[config.mk]
export PLATFORM = sky130hd
export DESIGN_NAME = led_breathe_flat
export DESIGN_NICKNAME = d
export VERILOG_FILES = /design/src/rtl/led_breathe_pkg.sv /design/src/rtl/led_breathe_if.sv /design/src/rtl/led_pwm_gen.sv /design/src/rtl/led_breathe.sv /design/src/flat_wrapper.sv
export SDC_FILE = /design/constraint.sdc
export NUM_CORES = 1
export LEC_CHECK = 0
export CELL_PAD_IN_SITES_DETAIL_PLACEMENT = 2
export CELL_PAD_IN_SITES_GLOBAL_PLACEMENT = 2
export CORE_ASPECT_RATIO = 1.2
export CORE_MARGIN = 5
export CORE_UTILIZATION = 34
export DETAILED_ROUTE_END_ITERATION = 16
export GPL_ROUTABILITY_DRIVEN = 1
export PLACE_DENSITY = 0.86
export SYNTH_ARGS = -nofsm -noshare
export SYNTH_HDL_FRONTEND = slang
export SYNTH_HIERARCHICAL = 1
export SYNTH_SLANG_ARGS = --single-unit
[constraint.sdc]
create_clock -name CLK -period 2.46 [get_ports CLK]
set_clock_uncertainty 0.2 [all_clocks]
set_input_delay 0.492 -clock CLK [delete_from_list [all_inputs] [get_ports CLK]]
set_output_delay 0.492 -clock CLK [all_outputs]
set_load 0.02 [all_outputs]
[src/rtl/led_breathe_pkg.sv]
// Shared types and width helpers for the breathing-LED block.
package led_breathe_pkg;

    typedef enum logic [1:0] {
        PhUp     = 2'd0,
        PhHoldHi = 2'd1,
        PhDown   = 2'd2,
        PhHoldLo = 2'd3
    } phase_e;

    function automatic int unsigned duty_max(input int unsigned bits);
        return (1 << bits) - 1;
    endfunction

    function automatic int unsigned gamma_width(input int unsigned bits);
        return 2 * bits;
    endfunction

    function automatic int unsigned cnt_width(input int unsigned n);
        return (n > 1) ? $clog2(n) : 1;
    endfunction

endpackage

[src/rtl/led_breathe_if.sv]
// Control/status bundle between the envelope block and its consumer.
interface led_breathe_if #(
    parameter int unsigned PWM_BITS = 8
);
    logic                EN;
    logic                TICK;
    logic                LED;
    logic [PWM_BITS-1:0] DUTY;
    logic [1:0]          PHASE;

    modport master (
        output EN,
        output TICK,
        input  LED,
        input  DUTY,
        input  PHASE
    );

    modport slave (
        input  EN,
        input  TICK,
        output LED,
        output DUTY,
        output PHASE
    );
endinterface

[src/rtl/led_pwm_gen.sv]
// PWM generator: free-running counter, period-aligned duty shadow and registered compare.
// LED_BREATHE_GAMMA_EN selects a square-law mapping of the shadowed duty.
module led_pwm_gen
    import led_breathe_pkg::*;
#(
    parameter int unsigned PWM_BITS = 8
) (
    input  logic                CLK,
    input  logic                RESETN,
    input  logic                EN,
    input  logic [PWM_BITS-1:0] DUTY,
    output logic                LED
);

    localparam int unsigned         Max     = duty_max(PWM_BITS);
    localparam logic [PWM_BITS-1:0] LastCnt = PWM_BITS'(Max - 1);

    logic [PWM_BITS-1:0] pwm_cnt_q, pwm_cnt_d;
    logic [PWM_BITS-1:0] duty_active_q, duty_active_d;
    logic [PWM_BITS-1:0] duty_mapped;
    logic                led_q, led_d;
    logic                wrap;

`ifdef LED_BREATHE_GAMMA_EN
    localparam int unsigned Gw = gamma_width(PWM_BITS);

    logic [Gw-1:0] duty_ext;
    logic [Gw-1:0] duty_sq;

    // (MAX+1)^2 wraps to 0 in Gw bits, so the -1 still lands on all-ones.
    always_comb begin
        duty_ext    = Gw'(DUTY) + Gw'(1);
        duty_sq     = (duty_ext * duty_ext) - Gw'(1);
        duty_mapped = PWM_BITS'(duty_sq >> PWM_BITS);
    end
`else
    assign duty_mapped = DUTY;
`endif

    always_comb begin
        wrap          = (pwm_cnt_q == LastCnt);
        pwm_cnt_d     = wrap ? '0 : pwm_cnt_q + PWM_BITS'(1);
        duty_active_d = wrap ? duty_mapped : duty_active_q;
        led_d         = EN & (pwm_cnt_q < duty_active_q);
    end

    always_ff @(posedge CLK or negedge RESETN) begin
        if (!RESETN) begin
            pwm_cnt_q     <= '0;
            duty_active_q <= '0;
            led_q         <= 1'b0;
        end else begin
            pwm_cnt_q     <= pwm_cnt_d;
            duty_active_q <= duty_active_d;
            led_q         <= led_d;
        end
    end

    assign LED = led_q;

endmodule

[src/rtl/led_breathe.sv]
// Breathing-LED envelope: ramp up, hold, ramp down, hold, driven by upstream TICK strobes.
// Define LED_BREATHE_GAMMA_EN to enable square-law brightness mapping in led_pwm_gen.
module led_breathe
    import led_breathe_pkg::*;
#(
    parameter int unsigned PWM_BITS   = 8,
    parameter int unsigned STEP       = 1,
    parameter int unsigned HOLD_TICKS = 16
) (
    input logic         CLK,
    input logic         RESETN,
    led_breathe_if.slave bus
);

    localparam int unsigned Max = duty_max(PWM_BITS);
    localparam int unsigned Dw  = PWM_BITS + 1;
    localparam int unsigned Hw  = cnt_width(HOLD_TICKS);

    localparam logic [1:0] StUp     = PhUp;
    localparam logic [1:0] StHoldHi = PhHoldHi;
    localparam logic [1:0] StDown   = PhDown;
    localparam logic [1:0] StHoldLo = PhHoldLo;

    localparam logic [PWM_BITS-1:0] DutyMax  = PWM_BITS'(Max);
    localparam logic [Hw-1:0]       HoldLoad = Hw'(HOLD_TICKS - 1);

    logic [1:0]          phase_q, phase_d;
    logic [PWM_BITS-1:0] duty_q, duty_d;
    logic [Hw-1:0]       hold_q, hold_d;
    logic [Dw-1:0]       up_sum, dn_diff;
    logic [PWM_BITS-1:0] up_sat, dn_sat;

    // Extra top bit catches overflow on the way up and borrow on the way down.
    always_comb begin
        up_sum  = {1'b0, duty_q} + Dw'(STEP);
        dn_diff = {1'b0, duty_q} - Dw'(STEP);
        up_sat  = (up_sum >= Dw'(Max)) ? DutyMax : up_sum[PWM_BITS-1:0];
        dn_sat  = dn_diff[PWM_BITS] ? '0 : dn_diff[PWM_BITS-1:0];
    end

    always_comb begin
        phase_d = phase_q;
        duty_d  = duty_q;
        hold_d  = hold_q;
        if (bus.EN && bus.TICK) begin
            unique case (phase_q)
                StUp: begin
                    duty_d = up_sat;
                    if (up_sat == DutyMax) begin
                        phase_d = StHoldHi;
                        hold_d  = HoldLoad;
                    end
                end
                StHoldHi: begin
                    if (hold_q == '0) phase_d = StDown;
                    else              hold_d  = hold_q - Hw'(1);
                end
                StDown: begin
                    duty_d = dn_sat;
                    if (dn_sat == '0) begin
                        phase_d = StHoldLo;
                        hold_d  = HoldLoad;
                    end
                end
                StHoldLo: begin
                    if (hold_q == '0) phase_d = StUp;
                    else              hold_d  = hold_q - Hw'(1);
                end
            endcase
        end
    end

    always_ff @(posedge CLK or negedge RESETN) begin
        if (!RESETN) begin
            phase_q <= StUp;
            duty_q  <= '0;
            hold_q  <= '0;
        end else begin
            phase_q <= phase_d;
            duty_q  <= duty_d;
            hold_q  <= hold_d;
        end
    end

    led_pwm_gen #(
        .PWM_BITS (PWM_BITS)
    ) u_pwm (
        .CLK    (CLK),
        .RESETN (RESETN),
        .EN     (bus.EN),
        .DUTY   (duty_q),
        .LED    (bus.LED)
    );

    assign bus.DUTY  = duty_q;
    assign bus.PHASE = phase_q;

endmodule
[src/flat_wrapper.sv]
// flat-port wrapper written by rule: the top's interface ports become plain ports
module led_breathe_flat import led_breathe_pkg::*;
#(
    parameter int unsigned PWM_BITS   = 8,
    parameter int unsigned STEP       = 1,
    parameter int unsigned HOLD_TICKS = 16
)
  (CLK, RESETN, bus_EN, bus_TICK, bus_LED, bus_DUTY, bus_PHASE);
  led_breathe_if #(.PWM_BITS(PWM_BITS)) bus_i ();
  input logic CLK;
  input logic RESETN;
  input wire logic [$bits(bus_i.EN)-1:0] bus_EN;
  input wire logic [$bits(bus_i.TICK)-1:0] bus_TICK;
  output wire logic [$bits(bus_i.LED)-1:0] bus_LED;
  output wire logic [$bits(bus_i.DUTY)-1:0] bus_DUTY;
  output wire logic [$bits(bus_i.PHASE)-1:0] bus_PHASE;
  assign bus_i.EN = bus_EN;
  assign bus_i.TICK = bus_TICK;
  assign bus_LED = bus_i.LED;
  assign bus_DUTY = bus_i.DUTY;
  assign bus_PHASE = bus_i.PHASE;
  led_breathe #(.PWM_BITS(PWM_BITS), .STEP(STEP), .HOLD_TICKS(HOLD_TICKS)) u_core (.CLK(CLK), .RESETN(RESETN), .bus(bus_i));
endmodule
==> results.md <==
* CTS Buffer Depth at 2
* Cell count after synthesis at 226
* Layout cells sized above 1 at 24.71%
* Outcome: completed
* Post-synth top area cell: dfrtp_1
* Clock sink count at 31
* Slew Limit Fails at 0
* Post-CTS Hold Fix Bufs at 0
* GR met2 Demand/Resource at 32.96%
* Final GP Congestion at 0.8217
* Via-to-Cell Ratio at 5.458
* Number of synthesized flops with an enable pin at 0
* Tcrit/Tclk final at 98.07%
* Syn nets at 247
* Min cycle time layout at 2.412 ns
* Async SR Flop Fraction at 100.0%
* Placed instance count at 332
* Critical path class: register to register
* Yosys synthesis warning count at 6
* Max cap viols at 0
* Main flop type after synthesis: dfrtp_1
* TNS Setup at 0 ns
* GR peak layer: met2
* WL/cell at 20.23 um
* Overall Global Routing Usage at 18.73%
* Final hold vios at 0
* Post-synth cell types at 53
* Yosys reg bits at 31
* Vias post-DR at 1883
* Grt met1 use at 22.78%
* Sequential area share after synthesis at 36.09%
* H-tree Lvls at 2
* FMAX at 414.5 MHz
* GR Util met3 at 2.505%
* Largest fanout on the critical path at 5
* Reg clk slew, reported paths at 0.07 ns
* Worst path slowest cell: dfrtp_2
* Hold Crit Class: register to register
* CP bufs+invs at 1
* Final Instance Count excl. Fillers at 345
* Area Overhead vs Synth at 26.19%
* CP required at 2.43 ns
* Pwr/cell area at 1099 mW/mm2
* Initial antenna violation count at 0
* Worst VDD drop at 0.4113 mV
* Final ANT Viol Nets at 0
* CP Cell Sequence: buf_4 -> ha_4 -> xor2_2 -> o2111ai_2 -> o211a_4 -> nor4_4 -> mux2_4
* Setup WS pre-CTS at -0.02286 ns
* Detailed Route WL at 6978 um
* Slew margin rel. at 64.38%
* Setup ws final at 0.04753 ns
* Placed wire-length estimate at 5111 um
* Post-synth top area share at 36.09%
* Largest cells by area after synthesis: dfrtp_1 (36%), ha_1 (9.9%), o21ai_0 (4.0%), inv_1 (3.8%), mux2_4 (3.5%)
* 1st-iter DRT viols at 61
* Final Setup Violations at 0
* Unrepaired setup endpoints after global routing: true
* Number of CTS-inserted buffers at 5
* Worst-Margin Slew at 0.5320 ns
* Leakage at 0.001175 uW
* Synthesized area per cell at 9.511 um2
* CTS tree: done
* Die width at 82.59 um
* DR pass1 iterations at 4
* Post-synthesis cell area at 0.002150 mm2
* First-pass GRT wire length at 11520 um
* Critical Path Max Stage Delay at 0.45 ns
* Die area at 0.008019 mm2
* Nets at 283
* Worst setup SP type: register
* # diodes at 0
* Top delay family on crit path: compound AO/OA/AOI/OAI gates
* Vias in the first global route at 2187
* I/O Pins at 15
* Insertion delay to the later sink of the worst-skew pair at 0.29 ns
* Grt ovf at 0
* CP endpoint kind: register
* IO Port Bufs at 14
* # DRC at 0
* Initial core utilization at 35.30%
* Chip height at 97.10 um
* Largest net degree at the start of global routing at 32
* Std cell rows at 31
* Crit path DAT at 2.38 ns
* Core Area at 0.006090 mm2
* Root buf cell: clkbuf_8
synth_stat cells, types with 2 or more instances:
cell type,n
mux2_1,2
a2bb2oi_1,2
nand3_1,11
dfrtp_1,31
a211oi_1,2
o31ai_1,3
nand2b_1,2
a31oi_1,2
o211ai_1,5
xor2_1,3
mux2_4,5
nor2_1,15
o21ai_1,3
inv_1,22
o21ai_2,2
nor3b_1,2
xnor2_1,4
a21oi_1,11
a22oi_1,2
nand4_1,2
and3_1,3
nand2_1,13
mux2i_1,2
buf_2,4
o22a_1,2
ha_1,17
nor3_1,2
a21o_1,2
o41ai_1,2
o21ai_0,17
clkbuf_1,5
or3_1,3
mux2_2,3
sequential cells by signal, indices dropped and copies added, names as in the netlist:
register                    cells
u_core/bus.DUTY                 8
u_core/bus.PHASE                2
u_core/hold_q                   4
u_core/u_pwm/LED                1
u_core/u_pwm/duty_active_q      8
u_core/u_pwm/pwm_cnt_q          8
logic make-up after synthesis:
kind of cell / share of synthesized area [%]
multiplexers: 7.043
buffers and inverters: 7.101
XOR/XNOR: 2.852
AND/OR/NAND/NOR: 18.45
adder cells (fa/ha/maj): 9.895
AO/OA/AOI/OAI: 18.57
flip-flops: 36.09
metal layers:
metal / share of wire (%) / routed length (um)
met1: 43 / 3026
met2: 54 / 3772
met3: 1.5 / 108
met4: 1.0 / 72
met5: 0 / 0
cells in the final DEF, fill, tap and decap left out, types with 2 or more instances in the layout:
cell / instances
a211oi_1: 2
a21o_1: 2
a21oi_1: 11
a22oi_1: 2
a2bb2oi_1: 2
a31oi_1: 2
and3_1: 3
buf_4: 26
clkbuf_8: 6
clkdlybuf4s50_1: 14
dfrtp_1: 29
dfrtp_2: 2
ha_1: 15
ha_4: 2
inv_1: 20
mux2_2: 3
mux2_4: 7
mux2i_1: 2
nand2_1: 12
nand2b_1: 2
nand3_1: 11
nand4_1: 2
nor2_1: 15
nor3_1: 2
nor3b_1: 2
o211ai_1: 5
o21ai_0: 17
o21ai_1: 3
o21ai_4: 2
o22a_1: 2
o31ai_1: 3
o41ai_1: 2
or3_1: 3
xnor2_1: 4
xor2_1: 2
final cells by class:
| cell class | instances | area (um2) |
|---|---|---|
| Clock buffer | 6 | 82.58 |
| Timing Repair Buffer | 40 | 335.3 |
| Tap cell | 82 | 102.6 |
| Fill cell | 676 | 3377 |
| Multi-Input combinational cell | 162 | 1294 |
| Inverter | 22 | 85.08 |
| Clock inverter | 2 | 35.03 |
| Sequential cell | 31 | 778.2 |
stage by stage:
step	utilization, %	hold WS [ns]	instance area, um2	power, uW
2_1_floorplan	-	-0.003591	2188	1659
3_3_place_gp	41.26	0.2883	2512	2202
3_5_place_dp	41.26	0.3047	2512	2308
4_1_cts	43.83	0.3175	2669	2911
5_1_grt	44.54	0.3441	2713	3153
6_report	44.54	0.3198	2713	2982
path summary, 6_finish.rpt:
check / from / endpoint / slack, ns / depth (start not counted)
max: u_core/bus.DUTY[0] / u_core/bus.PHASE[1] / 0.05 / 7
min: u_core/u_pwm/duty_active_q[1] / u_core/u_pwm/duty_active_q[1] / 0.32 / 1
max reg2reg: u_core/bus.DUTY[0] / u_core/bus.PHASE[1] / 0.05 / 7
min reg2reg: u_core/u_pwm/duty_active_q[1] / u_core/u_pwm/duty_active_q[1] / 0.32 / 1
max in group asynchronous: RESETN / u_core/bus.DUTY[0] / 1.32 / 2
min in group asynchronous: RESETN / u_core/hold_q[3] / 0.42 / 2
repair_timing:
action / in CTS / in global routing
cloned: 0 / 0
endpoints found under the hold margin: 0 / 0
resized for setup: 5 / 5
setup buffers: 2 / 3
pin swaps: 5 / 6
setup endpoints to repair: 2 / 3
report_power, final:
group          switching, uW  internal, uW  leakage [uW]
clock network            208           328     0.0000612
logic                    983           727      0.000737
registers                121           616      0.000377
total                   1310          1670       0.00118
Note: power is estimated with default switching activity, not from simulation.
==> patch 1, RTL diff (same settings) <==
Reset style: synchronous (`RESETN`), changed in 2 clocked blocks.
--- a/src/rtl/led_pwm_gen.sv
+++ b/src/rtl/led_pwm_gen.sv
@@ -44,7 +44,7 @@
         led_d         = EN & (pwm_cnt_q < duty_active_q);
     end
 
-    always_ff @(posedge CLK or negedge RESETN) begin
+    always_ff @(posedge CLK) begin
         if (!RESETN) begin
             pwm_cnt_q     <= '0;
             duty_active_q <= '0;
--- a/src/rtl/led_breathe.sv
+++ b/src/rtl/led_breathe.sv
@@ -70,7 +70,7 @@
         end
     end
 
-    always_ff @(posedge CLK or negedge RESETN) begin
+    always_ff @(posedge CLK) begin
         if (!RESETN) begin
             phase_q <= StUp;
             duty_q  <= '0;
Formal check against the unedited RTL: differs if RESETN is asserted again (counterexample within 4 cycles, from zero or initial values and one cycle with RESETN low); with RESETN held inactive, the same outputs for 10 cycles.
==> patch 1 against the unedited design <==
  * Final cell count increased by 7.8%
  * Sequential share of layout area decreased by 4.9 points
  * Wire length increased by 15%
  * Synthesized area decreased by 6.1%
  * Cell area decreased by 2.0%
  * Sequential cell count unchanged
  * Worst setup slack improved by 0.023 ns
  * Via count increased by 11%
Power is not compared: it rests on default switching activity, and its combinational part moved more than twofold at a synthesized area within 25%.
==> patch 1: results (changes against the unedited design) <==
| Metric | Value |
|---|---|
| Netlist cell types | `50 (was 53)` |
| First-pass GRT wire length | `12800 um (was 11500 um)` |
| Layout cells sized above 1 | `0.226 (was 0.247)` |
| Crit path DAT | `2.43 ns (was 2.38 ns)` |
| Total wire length | `8010 um (was 6980 um)` |
| CP max stage delay | `0.41 ns (was 0.45 ns)` |
| Largest fanout on the critical path | `7 (was 5)` |
| Avg WL per Cell | `21.5 um (was 20.2 um)` |
| Vias in the first global route | `2335 (was 2187)` |
| Min Hold Slack | `0.279 ns (was 0.320 ns)` |
| Fillers | `618 (was 676)` |
| Total Routing Usage GR | `0.224 (was 0.187)` |
| Largest net degree at the start of global routing | `18 (was 32)` |
| Seq/Total Area, Yosys | `0.307 (was 0.361)` |
| Hold endpoint | `u_core/u_pwm/duty_active_q[7]$_SDFFE_PN0P_ (was u_core/u_pwm/duty_active_q[1]$_DFFE_PN0N_)` |
| Hold Startpoint | `u_core/u_pwm/duty_active_q[7]$_SDFFE_PN0P_ (was u_core/u_pwm/duty_active_q[1]$_DFFE_PN0N_)` |
| Avg Inst Size Synth | `8.14 sq um (was 9.51 sq um)` |
| Final nets | `312 (was 283)` |
| RR Endpoint | `u_core/hold_q[1]$_SDFFE_PN0P_ (was u_core/bus.PHASE[1]$_DFFE_PN0P_)` |
| Mux contribution to synthesized area | `0.00991 (was 0.0704)` |
| Top cells by area, synth | `dfxtp_1 (31%), ha_1 (11%), o21ai_0 (6.9%), nand2_1 (5.4%), nand3_1 (4.0%) (was dfrtp_1 (36%), ha_1 (9.9%), o21ai_0 (4.0%), inv_1 (3.8%), mux2_4 (3.5%))` |
| HPWL after detailed placement | `5100 um (was 5110 um)` |
| Postcts setup bufs | `8 (was 2)` |
| Synth Net Count | `269 (was 247)` |
| Post-synthesis compound-gate area fraction | `0.265 (was 0.186)` |
| Initial DRC count | `97 (was 61)` |
| CP max-delay cell | `dfxtp_4 (was dfrtp_2)` |
| Commonest cells in the netlist | `dfxtp_1 (31), nand2_1 (29), o21ai_0 (28), ha_1 (17) (was dfrtp_1 (31), inv_1 (22), ha_1 (17), o21ai_0 (17), nor2_1 (15))` |
| Post-Synth Adder-Cell Area | `0.105 (was 0.0990)` |
| Main flop type after synthesis | `dfxtp_1 (was dfrtp_1)` |
| Placed cell count | `354 (was 332)` |
| Status | `completed (unchanged)` |
| Crit share post-route | `0.971 (was 0.981)` |
| CTS resizes | `15 (was 5)` |
| Crit path from | `u_core/bus.DUTY[1]$_SDFFE_PN0P_ (was u_core/bus.DUTY[0]$_DFFE_PN0P_)` |
| Asr flop ratio synth | `0 (was 1.00)` |
[patch 1: changes by cell type after synthesis, sizes merged, moves of 6 or more]
cell   unedited run  this run
dfrtp            31         0
dfxtp             0        31
nand2            13        29
inv              22        16
mux2             10         0
o21ai            22        28
[patch 1: power by group]
part	switching, mW	internal, mW	total, mW
combinational	0.0991	0.0718	0.171
clock	0.205	0.255	0.461
sequential	0.0163	0.509	0.526
[patch 1: final cells by class]
cell class | instances | area, sq um | area share
repair buffers | 48 | 408 | 0.153
multi-input cells | 189 | 1360 | 0.511
flip-flops and latches | 31 | 632 | 0.238
inverters | 16 | 60.1 | 0.0226
clock buffers | 8 | 100 | 0.0376
well taps | 80 | 100 | 0.0376
[patch 1: metal layers]
| layer | global-route usage | vias to the layer above | share of wire |
|---|---|---|---|
| met2 | 0.419 | 45 | 0.55 |
| li1 | - | 983 | - |
| met4 | 0.0986 | 0 | 0.026 |
| met5 | 0 | - | 0 |
| met3 | 0.0372 | 19 | 0.025 |
| met1 | 0.245 | 1045 | 0.40 |
==> patch 2, RTL diff (same settings) <==
Made on the original files. Build with the macro `LED_BREATHE_GAMMA_EN` defined.
--- a/src/rtl/led_pwm_gen.sv
+++ b/src/rtl/led_pwm_gen.sv
@@ -1,5 +1,7 @@
 // PWM generator: free-running counter, period-aligned duty shadow and registered compare.
 // LED_BREATHE_GAMMA_EN selects a square-law mapping of the shadowed duty.
+`define LED_BREATHE_GAMMA_EN
+
 module led_pwm_gen
     import led_breathe_pkg::*;
 #(
Function: no difference found for any inputs over 10 cycles, from zero or initial values and one cycle with RESETN low; that may be too few to reach the edited logic, so the function may still have changed.
==> patch 2 against the unedited design <==
  * The run now ends with negative setup slack left
  * Cell area is 130% higher
  * Wire length rose to 2.9 times the old value
  * Sequential cell count stayed put
  * Synthesized area rose by 100%
  * Worst hold slack better by 0.0016 ns
  * First-iteration DRC count is 140% higher
  * Worst setup slack got worse by 3.5 ns
  * Critical endpoint is now u_core/u_pwm/duty_active_q[7]$_DFFE_PN0N_
Power is not shown: default switching activity piles up to over one toggle a cycle in this logic, so the estimate is an artifact.
==> patch 2: results (changes against the unedited design) <==
| Metric | Value |
|---|---|
| Routed vias/inst | `5.39 (was 5.46)` |
| Placed Area | `5520 sq um (was 2510 sq um)` |
| Layout area overhead | `41.9% (was 26.2%)` |
| Failing checks | `negative setup slack` |
| Hold path depth | `2 (was 1)` |
| First-pass GRT wire length | `30800 um (was 11500 um)` |
| Status | `finished with violations (was completed)` |
| Final setup vio count | `21 (was 0)` |
| R2R depth | `20 (was 7)` |
| Mux contribution to synthesized area | `0.0122 (was 0.0704)` |
| Placed cell count | `759 (was 332)` |
| Final worst slack | `-3.47 ns (was 0.0475 ns)` |
| CP max stage delay | `0.62 ns (was 0.45 ns)` |
| Netlist cell types | `55 (was 53)` |
| Initial DRC count | `144 (was 61)` |
| Vias in the first global route | `5178 (was 2187)` |
| Grt met1 use | `0.280 (was 0.228)` |
| DP Worst Slack | `-3.38 ns (was -0.0229 ns)` |
| Layout cells sized above 1 | `0.326 (was 0.247)` |
| Met2 Track Usage GR | `0.532 (was 0.330)` |
| Worst r2r src | `u_core/bus.DUTY[1]$_DFFE_PN0P_ (was u_core/bus.DUTY[0]$_DFFE_PN0P_)` |
| Top cells by area, synth | `fa_1 (20%), dfrtp_1 (18%), ha_1 (17%), inv_1 (8.4%), nand2_1 (3.7%) (was dfrtp_1 (36%), ha_1 (9.9%), o21ai_0 (4.0%), inv_1 (3.8%), mux2_4 (3.5%))` |
| HPWL after detailed placement | `13700 um (was 5110 um)` |
| Setup TNS | `-29.05 ns (was 0 ns)` |
| Grt met3 use | `0.0264 (was 0.0250)` |
| Routed vias | `4233 (was 1883)` |
| Total Routing Usage GR | `0.269 (was 0.187)` |
| Hold endpoint | `u_core/u_pwm/duty_active_q[2]$_DFFE_PN0N_ (was u_core/u_pwm/duty_active_q[1]$_DFFE_PN0N_)` |
| Crit-path leading delay family | `adder cells (was compound AO/OA/AOI/OAI gates)` |
| Seq/Total Area, Yosys | `0.180 (was 0.361)` |
| Avg Inst Size Synth | `8.79 sq um (was 9.51 sq um)` |
| RR Endpoint | `u_core/u_pwm/duty_active_q[7]$_DFFE_PN0N_ (was u_core/bus.PHASE[1]$_DFFE_PN0P_)` |
| Final nets | `725 (was 283)` |
| WL met3 | `530 um (was 108 um)` |
| CP max-delay cell | `fa_1 (was dfrtp_2)` |
| Root buf cell | `clkbuf_16 (was clkbuf_8)` |
| Post-Route M1 WL | `7370 um (was 3030 um)` |
| Post-Synth Adder-Cell Area | `0.365 (was 0.0990)` |
-- patch 2: changes by cell type in the layout (fill, tap and decap cells not counted), sizes merged, moves of 12 or more --
cell   before  now
nor2       16   35
nand2      13   42
inv        22   96
xnor2       4   16
ha         17   57
fa          0   43
buf        26  115
-- patch 2: area by class of cell --
cell class                 count  share of cell area
clock inverter                 3             0.00715
timing repair buffer         129               0.167
clock buffer                   5              0.0204
sequential                    31               0.128
multi-input combinational    358               0.585
inverter                      96              0.0588
tap                          164              0.0335
-- patch 2: worst max path at each step --
stage                                                endpoint  slack (ns)  cells past startpoint
global route        u_core/u_pwm/duty_active_q[7]$_DFFE_PN0N_       -3.58                     19
global placement    u_core/u_pwm/duty_active_q[5]$_DFFE_PN0N_       -2.90                     20
finish              u_core/u_pwm/duty_active_q[7]$_DFFE_PN0N_       -3.47                     20
floorplan           u_core/u_pwm/duty_active_q[5]$_DFFE_PN0N_       -2.97                     19
detailed placement  u_core/u_pwm/duty_active_q[7]$_DFFE_PN0N_       -3.38                     20
CTS                 u_core/u_pwm/duty_active_q[3]$_DFFE_PN0N_       -3.22                     23
-- patch 2: cells by family after synthesis --
group,after synthesis
AND/OR/NAND/NOR,134
AO/OA/AOI/OAI,87
adder cells (fa/ha/maj),100
XOR/XNOR,26
multiplexers,5
buffers and inverters,106
other,2
flip-flops,31
-- patch 2: tightest hold or removal path, cell delays in order (launching register included) --
cell     delay (ns)
dfrtp_1        0.34
nand2_1        0.06
o31ai_1        0.08
-- patch 2: what timing repair did --
action,4_1_cts,5_1_grt
hold buffers,0,0
pin swaps,24,9
setup buffers,16,5
hold endpoints to repair,0,0
gates resized for setup,49,16
setup endpoints to repair,21,21
